==> src/rtl/krnl_partialknn_uram_arbiter.sv <==
// Round-robin arbiter for one single-port URAM bank shared by a tile loader
// (write port W) and two distance workers (read ports R0, R1). Requests are
// serialised onto the memory port, read data is tracked through a
// latency-matched valid/tag pipe, and responses are returned in issue order
// through a small credit-protected FIFO whose head is routed by tag.
module krnl_partialknn_uram_arbiter #(
  parameter int DataWidth    = 256,
  parameter int AddressWidth = 11,
  parameter int MEM_LATENCY  = 1,
  parameter int RSP_DEPTH    = 4
) (
  input  logic                    clk,
  input  logic                    reset,
  // write requester
  input  logic                    w_valid,
  output logic                    w_ready,
  input  logic [AddressWidth-1:0] w_addr,
  input  logic [DataWidth-1:0]    w_data,
  // read requesters
  input  logic                    r0_valid,
  output logic                    r0_ready,
  input  logic [AddressWidth-1:0] r0_addr,
  input  logic                    r1_valid,
  output logic                    r1_ready,
  input  logic [AddressWidth-1:0] r1_addr,
  // read responses (shared data bus, per-port valid)
  output logic                    r0_rsp_valid,
  input  logic                    r0_rsp_ready,
  output logic                    r1_rsp_valid,
  input  logic                    r1_rsp_ready,
  output logic [DataWidth-1:0]    rsp_data,
  // memory port
  output logic [AddressWidth-1:0] mem_address0,
  output logic                    mem_ce0,
  output logic                    mem_we0,
  output logic [DataWidth-1:0]    mem_d0,
  input  logic [DataWidth-1:0]    mem_q0,
  output logic                    busy
);

  localparam int PtrWidth = $clog2(RSP_DEPTH);
  localparam int CntWidth = PtrWidth + 1;
  localparam logic [CntWidth:0] DepthVal = (CntWidth + 1)'(RSP_DEPTH);

  typedef enum logic [1:0] {
    PORT_W  = 2'd0,
    PORT_R0 = 2'd1,
    PORT_R1 = 2'd2
  } port_e;

  // Round-robin order W -> R0 -> R1 -> W
  function automatic port_e port_after(port_e p);
    case (p)
      PORT_W:  return PORT_R0;
      PORT_R0: return PORT_R1;
      default: return PORT_W;
    endcase
  endfunction

  // arbitration
  port_e last_q, last_d;
  port_e grant_port, cand;
  logic  grant_any, cand_ok, credit_ok, read_grant;
  logic [CntWidth:0] credit_sum;

  // memory issue register
  logic                    ce_q, ce_d;
  logic                    we_q, we_d;
  logic [AddressWidth-1:0] addr_q, addr_d;
  logic [DataWidth-1:0]    wdata_q, wdata_d;
  logic                    issue_tag_q, issue_tag_d;

  // read latency pipe
  logic [MEM_LATENCY-1:0] pipe_vld_q, pipe_vld_d;
  logic [MEM_LATENCY-1:0] pipe_tag_q, pipe_tag_d;
  logic                   push, push_tag;

  // response FIFO and credit counters
  logic [CntWidth-1:0]  inflight_q, inflight_d;
  logic [CntWidth-1:0]  fifo_count_q, fifo_count_d;
  logic [PtrWidth-1:0]  wr_ptr_q, wr_ptr_d;
  logic [PtrWidth-1:0]  rd_ptr_q, rd_ptr_d;
  logic [RSP_DEPTH-1:0] fifo_tag_q, fifo_tag_d;
  logic [DataWidth-1:0] fifo_data_mem [RSP_DEPTH];
  logic                 fifo_empty, head_tag, pop;

  // Credit uses registered counts only, so a pop frees a slot one cycle later
  assign credit_sum = {1'b0, inflight_q} + {1'b0, fifo_count_q};
  assign credit_ok  = (credit_sum < DepthVal);

  // Pick the first eligible port starting after the last-granted one
  always_comb begin
    grant_any  = 1'b0;
    grant_port = PORT_W;
    cand_ok    = 1'b0;
    cand       = port_after(last_q);
    for (int k = 0; k < 3; k++) begin
      case (cand)
        PORT_W:  cand_ok = w_valid;
        PORT_R0: cand_ok = r0_valid && credit_ok;
        default: cand_ok = r1_valid && credit_ok;
      endcase
      if (!reset && !grant_any && cand_ok) begin
        grant_any  = 1'b1;
        grant_port = cand;
      end
      cand = port_after(cand);
    end
    last_d = grant_any ? grant_port : last_q;
  end

  assign w_ready    = grant_any && (grant_port == PORT_W);
  assign r0_ready   = grant_any && (grant_port == PORT_R0);
  assign r1_ready   = grant_any && (grant_port == PORT_R1);
  assign read_grant = r0_ready || r1_ready;

  // Register the granted request onto the memory port; address/data hold when idle
  always_comb begin
    ce_d        = grant_any;
    we_d        = w_ready;
    addr_d      = addr_q;
    wdata_d     = wdata_q;
    issue_tag_d = issue_tag_q;
    if (grant_any) begin
      case (grant_port)
        PORT_W: begin
          addr_d  = w_addr;
          wdata_d = w_data;
        end
        PORT_R0: begin
          addr_d      = r0_addr;
          issue_tag_d = 1'b0;
        end
        default: begin
          addr_d      = r1_addr;
          issue_tag_d = 1'b1;
        end
      endcase
    end
  end

  // Valid/tag shift pipe aligned so its output coincides with valid mem_q0
  always_comb begin
    pipe_vld_d    = pipe_vld_q;
    pipe_tag_d    = pipe_tag_q;
    pipe_vld_d[0] = ce_q && !we_q;
    pipe_tag_d[0] = issue_tag_q;
    for (int i = 1; i < MEM_LATENCY; i++) begin
      pipe_vld_d[i] = pipe_vld_q[i-1];
      pipe_tag_d[i] = pipe_tag_q[i-1];
    end
  end

  assign push     = pipe_vld_q[MEM_LATENCY-1];
  assign push_tag = pipe_tag_q[MEM_LATENCY-1];

  assign fifo_empty   = (fifo_count_q == '0);
  assign head_tag     = fifo_tag_q[rd_ptr_q];
  assign r0_rsp_valid = !fifo_empty && !head_tag;
  assign r1_rsp_valid = !fifo_empty && head_tag;
  assign pop          = (r0_rsp_valid && r0_rsp_ready) || (r1_rsp_valid && r1_rsp_ready);
  assign rsp_data     = fifo_empty ? '0 : fifo_data_mem[rd_ptr_q];
  assign busy         = (inflight_q != '0) || !fifo_empty;

  // FIFO pointers, tags and occupancy; in-flight count spans accept to push
  always_comb begin
    wr_ptr_d     = push ? wr_ptr_q + PtrWidth'(1) : wr_ptr_q;
    rd_ptr_d     = pop ? rd_ptr_q + PtrWidth'(1) : rd_ptr_q;
    fifo_tag_d   = fifo_tag_q;
    if (push) fifo_tag_d[wr_ptr_q] = push_tag;
    fifo_count_d = fifo_count_q;
    case ({push, pop})
      2'b10:   fifo_count_d = fifo_count_q + CntWidth'(1);
      2'b01:   fifo_count_d = fifo_count_q - CntWidth'(1);
      default: fifo_count_d = fifo_count_q;
    endcase
    inflight_d = inflight_q;
    case ({read_grant, push})
      2'b10:   inflight_d = inflight_q + CntWidth'(1);
      2'b01:   inflight_d = inflight_q - CntWidth'(1);
      default: inflight_d = inflight_q;
    endcase
  end

  // State registers; reset discards in-flight reads and queued responses
  always_ff @(posedge clk) begin
    if (reset) begin
      last_q       <= PORT_R1;
      ce_q         <= 1'b0;
      we_q         <= 1'b0;
      addr_q       <= '0;
      wdata_q      <= '0;
      issue_tag_q  <= 1'b0;
      pipe_vld_q   <= '0;
      pipe_tag_q   <= '0;
      inflight_q   <= '0;
      fifo_count_q <= '0;
      wr_ptr_q     <= '0;
      rd_ptr_q     <= '0;
      fifo_tag_q   <= '0;
    end else begin
      last_q       <= last_d;
      ce_q         <= ce_d;
      we_q         <= we_d;
      addr_q       <= addr_d;
      wdata_q      <= wdata_d;
      issue_tag_q  <= issue_tag_d;
      pipe_vld_q   <= pipe_vld_d;
      pipe_tag_q   <= pipe_tag_d;
      inflight_q   <= inflight_d;
      fifo_count_q <= fifo_count_d;
      wr_ptr_q     <= wr_ptr_d;
      rd_ptr_q     <= rd_ptr_d;
      fifo_tag_q   <= fifo_tag_d;
    end
  end

  // Response data storage; contents are only meaningful below fifo_count
  always_ff @(posedge clk) begin
    if (push) fifo_data_mem[wr_ptr_q] <= mem_q0;
  end

  assign mem_ce0      = ce_q;
  assign mem_we0      = we_q;
  assign mem_address0 = addr_q;
  assign mem_d0       = wdata_q;

endmodule

==> config.mk <==
export PLATFORM = sky130hd
export DESIGN_NAME = krnl_partialknn_uram_arbiter
export DESIGN_NICKNAME = d
export VERILOG_FILES = /design/src/rtl/krnl_partialknn_uram_arbiter.sv
export SDC_FILE = /design/constraint.sdc
export NUM_CORES = 1
export LEC_CHECK = 0
export CAP_MARGIN = 10
export CORE_AREA = 10 10 413 415
export CTS_BUF_LIST = sky130_fd_sc_hd__clkbuf_16
export DETAILED_ROUTE_END_ITERATION = 10
export DIE_AREA = 0 0 423 425
export HOLD_SLACK_MARGIN = 0.06
export PLACE_DENSITY_LB_ADDON = 0.05
export SYNTH_ARGS = -nofsm -noshare
export SYNTH_HDL_FRONTEND = slang
export SYNTH_SLANG_ARGS = --single-unit
export TNS_END_PERCENT = 5
==> constraint.sdc <==
create_clock -name clk -period 19.11 [get_ports clk]
set_input_delay 2.8665 -clock clk [delete_from_list [all_inputs] [get_ports clk]]
set_output_delay 2.8665 -clock clk [all_outputs]
set_load 0.01 [all_outputs]
==> metrics.txt <==
# TYPE chip_impl_metric gauge
chip_impl_metric{name="vdd.ir_drop.worst",unit="mV"} 0.0826
chip_impl_metric{name="max_freq",unit="MHz"} 128
chip_impl_metric{name="synth_sequential_area_ratio",unit=""} 0.729
chip_impl_metric{name="wl_met1",unit="mm"} 66.2
chip_impl_metric{name="worst_skew_pair.late_latency",unit="ps"} 750
chip_impl_metric{name="register_area",unit="sq mm"} 0.0366
chip_impl_metric{name="die-area",unit="sq mm"} 0.180
chip_impl_info{name="library_cell_contributing_the_largest_single_delay_on_the_critical_path",value="and3b_1"} 1
chip_impl_metric{name="drc",unit=""} 0
chip_impl_metric{name="synthesis.area_per_instance",unit="sq um"} 16.9
chip_impl_metric{name="timing.final.max_slew_violations",unit=""} 0
chip_impl_metric{name="drt-initial-drc-count",unit=""} 2263
chip_impl_info{name="timing.hold.worst.class",value="reg -> reg"} 1
chip_impl_metric{name="post-dp-hpwl",unit="mm"} 126
chip_impl_metric{name="die_h",unit="microns"} 425
chip_impl_info{name="synth-main-ff-cell",value="edfxtp_1"} 1
chip_impl_info{name="path_class",value="in -> out"} 1
chip_impl_metric{name="track_usage",unit=""} 0.194
chip_impl_metric{name="synth_cell_type_count",unit=""} 50
chip_impl_metric{name="wire_length_of_the_first_global_routing_pass",unit="mm"} 253
chip_impl_metric{name="mappedNetlistNets",unit=""} 3531
chip_impl_metric{name="max_cap_violations",unit=""} 0
chip_impl_metric{name="post_drt_wl_per_cell",unit="microns"} 28.6
chip_impl_metric{name="cts_hold_repair_buffers",unit=""} 0
chip_impl_metric{name="aggregate_routed_wire_length",unit="mm"} 182
chip_impl_metric{name="multi_input_area",unit="sq mm"} 0.0126
chip_impl_metric{name="route.met3.wl",unit="mm"} 11.4
chip_impl_metric{name="synth_warnings",unit=""} 0
chip_impl_metric{name="slowest_delay",unit="ps"} 890
chip_impl_metric{name="dr_total_vias",unit=""} 30500
chip_impl_metric{name="setup-tns-final",unit="ps"} 0
chip_impl_metric{name="slew_headroom",unit=""} 0.226
chip_impl_metric{name="initial_utilization",unit=""} 0.310
chip_impl_metric{name="port-buffer-count",unit=""} 1082
chip_impl_info{name="ys_top_cells_by_area",value="edfxtp_1 (61%), dfxtp_1 (12%), mux4_2 (12%), nor2b_1 (3.2%), nand2b_1 (2.8%)"} 1
chip_impl_metric{name="synth-edff-count",unit=""} 1024
chip_impl_metric{name="maximum_number_of_pins_on_one_net_before_global_route_repair",unit=""} 198
chip_impl_metric{name="timing.final.crit_share",unit=""} 0.409
chip_impl_metric{name="synth-async-reset-ratio",unit=""} 0
chip_impl_metric{name="timing.critical_path.required",unit="ps"} 16240
chip_impl_metric{name="setup_viol",unit=""} 0
chip_impl_metric{name="fillCellCount",unit=""} 14800
chip_impl_metric{name="clk_transition_reported_paths",unit="ps"} 50
chip_impl_metric{name="timing_hold_violations_final",unit=""} 0
chip_impl_metric{name="routed_via_density",unit=""} 4.80
chip_impl_metric{name="netlist_area",unit="sq mm"} 0.0502
chip_impl_metric{name="placeableCoreArea",unit="sq mm"} 0.162
chip_impl_metric{name="overflow",unit=""} 0
chip_impl_metric{name="worst-endpoint-arrival",unit="ps"} 4940
chip_impl_metric{name="design.final.nets",unit=""} 4595
chip_impl_metric{name="post_cts_buffers",unit=""} 0
chip_impl_metric{name="design.portCount",unit=""} 1083
chip_impl_info{name="clock_tree.root_cell",value="clkbuf_16"} 1
chip_impl_metric{name="total_leakage_power",unit="nW"} 21.6
chip_impl_metric{name="number_of_detailed_route_iterations_in_the_first_pass",unit=""} 5
chip_impl_info{name="synth_area_leader_cell",value="edfxtp_1"} 1
chip_impl_metric{name="grt_pass1_vias",unit=""} 31300
chip_impl_metric{name="finalClockSkew",unit="ps"} 19.5
chip_impl_info{name="startpoint_type",value="input port"} 1
chip_impl_metric{name="total_power",unit="mW"} 8.24
chip_impl_metric{name="final_antenna_net_count",unit=""} 0
chip_impl_info{name="run_status",value="finished clean"} 1
chip_impl_info{name="tritoncts",value="yes"} 1
chip_impl_metric{name="numCtsBuffers",unit=""} 155
chip_impl_metric{name="proportion_of_layout_cells_with_a_drive_suffix_above_1",unit=""} 0.123
chip_impl_metric{name="floorplan.die.width",unit="microns"} 423
chip_impl_metric{name="placementRows",unit=""} 148
chip_impl_metric{name="met2WireLength",unit="mm"} 97.9
chip_impl_metric{name="crit_path_max_fanout",unit=""} 97
chip_impl_metric{name="power.density",unit="mW/mm^2"} 121
chip_impl_metric{name="max_slew.worst_pin.slew",unit="ps"} 1160
chip_impl_info{name="crit_path_cell_trace",value="buf_6 > and3b_1 > and2_1 > clkdlybuf4s50_1"} 1
chip_impl_metric{name="area_growth",unit="%"} 35.5
chip_impl_metric{name="gp_congestion",unit=""} 0.836
chip_impl_metric{name="antenna_found_initial",unit=""} 115
chip_impl_info{name="crit_path_capture_type",value="primary output"} 1
chip_impl_metric{name="period_minus_slack",unit="ps"} 7810
chip_impl_info{name="setup_repair_after_global_routing_missed_its_margin",value="no"} 1
chip_impl_metric{name="cts.htree.levels",unit=""} 4
chip_impl_metric{name="synth_seq_cells",unit=""} 1314
chip_impl_metric{name="cts-root-to-sink-buffers",unit=""} 3
chip_impl_metric{name="dpl.cell_count",unit=""} 6051
chip_impl_metric{name="cts.sink_count",unit=""} 1314
chip_impl_metric{name="post_cts_resize_count",unit=""} 0
chip_impl_metric{name="syn_inst",unit=""} 2969
chip_impl_metric{name="layout.cells.non_filler",unit=""} 6359
chip_impl_metric{name="synth.top_cell.area_share",unit=""} 0.613
chip_impl_info{name="maxUsedRoutingLayer",value="met5"} 1
[cells in the mapped netlist, drive strengths merged, types with 3 or more instances]
master and instances:
edfxtp 1024, dfxtp 290, o21ai 270, nand3 268, nor2b 260, mux4 257
nand2b 221, clkbuf 119, buf 95, a21oi 49, nor2 29, a31oi 12
a311oi 11, inv 11, ha 8, and2 6, nand2 5, nor3 4
xor2 4, mux2i 3
[area by class of cell]
| class | instances | share of cell area |
|---|---|---|
| antenna | 30 | 0.00110 |
| clock buffer | 157 | 0.0578 |
| clock inverter | 121 | 0.0123 |
| inverter | 11 | 0.000608 |
| multi-input combinational | 1430 | 0.185 |
| sequential | 1314 | 0.538 |
| tap | 2175 | 0.0400 |
| timing repair buffer | 1121 | 0.165 |
[final timing paths]
| path | startpoint | endpoint | slack, ps | depth (start not counted) |
|---|---|---|---|---|
| max | reset | r1_ready | 11300 | 4 |
| min | mem_d0[65] | mem_d0[65] | 460 | 2 |
| max reg2reg | fifo_count_q[1] | mem_d0[229] | 14560 | 8 |
| min reg2reg | mem_d0[65] | mem_d0[65] | 460 | 2 |
[registers in the layout, summed over array words and instances (netlist names), 2 cells and up, named ones only]
signal,flops
fifo_count_q,3
fifo_data_mem,1024
fifo_tag_q,4
inflight_q,3
last_q,2
mem_address0,11
mem_d0,256
rd_ptr_q,2
wr_ptr_q,2
[worst max-delay path: cells and delay by family]
family                 cells  cell delay, ps
buffers and inverters      2             830
AND/OR/NAND/NOR            2            1170
[cells in the final DEF (no fill, tap or decap), types with 5 or more instances in the layout]
master	instances
clkdlybuf4s50_1	1081
edfxtp_1	1024
dfxtp_1	288
nand3_1	267
nor2b_1	259
mux4_2	257
nand2b_1	221
o21ai_0	169
clkbuf_16	157
o21ai_1	101
inv_1	61
a21oi_1	49
buf_4	33
clkinv_1	32
diode_2	30
nor2_1	28
clkinv_2	18
a31oi_1	11
a311oi_1	11
ha_1	8
buf_12	6
and2_4	5
nand2_1	5
clkinv_16	5
[report_power, final]
group / total (mW) / internal [mW] / switching (mW)
clock: 2.76 / 1.55 / 1.20
combinational: 2.20 / 1.07 / 1.12
sequential: 3.29 / 3.21 / 0.0752
total: 8.24 / 5.84 / 2.40
[metal layers]
metal / track usage / vias up
met4: 0.0595 / 24
met5: 0 / -
met1: 0.211 / 15600
met3: 0.0559 / 386
met2: 0.363 / 1006
li1: - / 13500
[cells by family (layout without fill, tap and decap cells)]
kind of cell / Yosys count / count (layout) / synth area share
simple gates: 801 / 801 / 0.0924
other cells: 0 / 30 / 0
mux: 260 / 260 / 0.116
xor+xnor: 6 / 6 / 0.00105
compound gates: 353 / 353 / 0.0379
flops: 1314 / 1314 / 0.729
fa+ha+maj: 10 / 10 / 0.00279
buf+inv: 225 / 1410 / 0.0210
[stage by stage]
step / util / cell area (sq um) / hold slack [ps] / worst slack [ps]
floorplan: - / 50200 / 439 / 12020
global placement: 0.390 / 63100 / 450 / 11350
detailed placement: 0.390 / 63100 / 454 / 11330
CTS: 0.419 / 67900 / 464 / 11110
global route: 0.419 / 67900 / 478 / 10950
finish: 0.419 / 68000 / 463 / 11300
(Power assumes the default switching activity.)
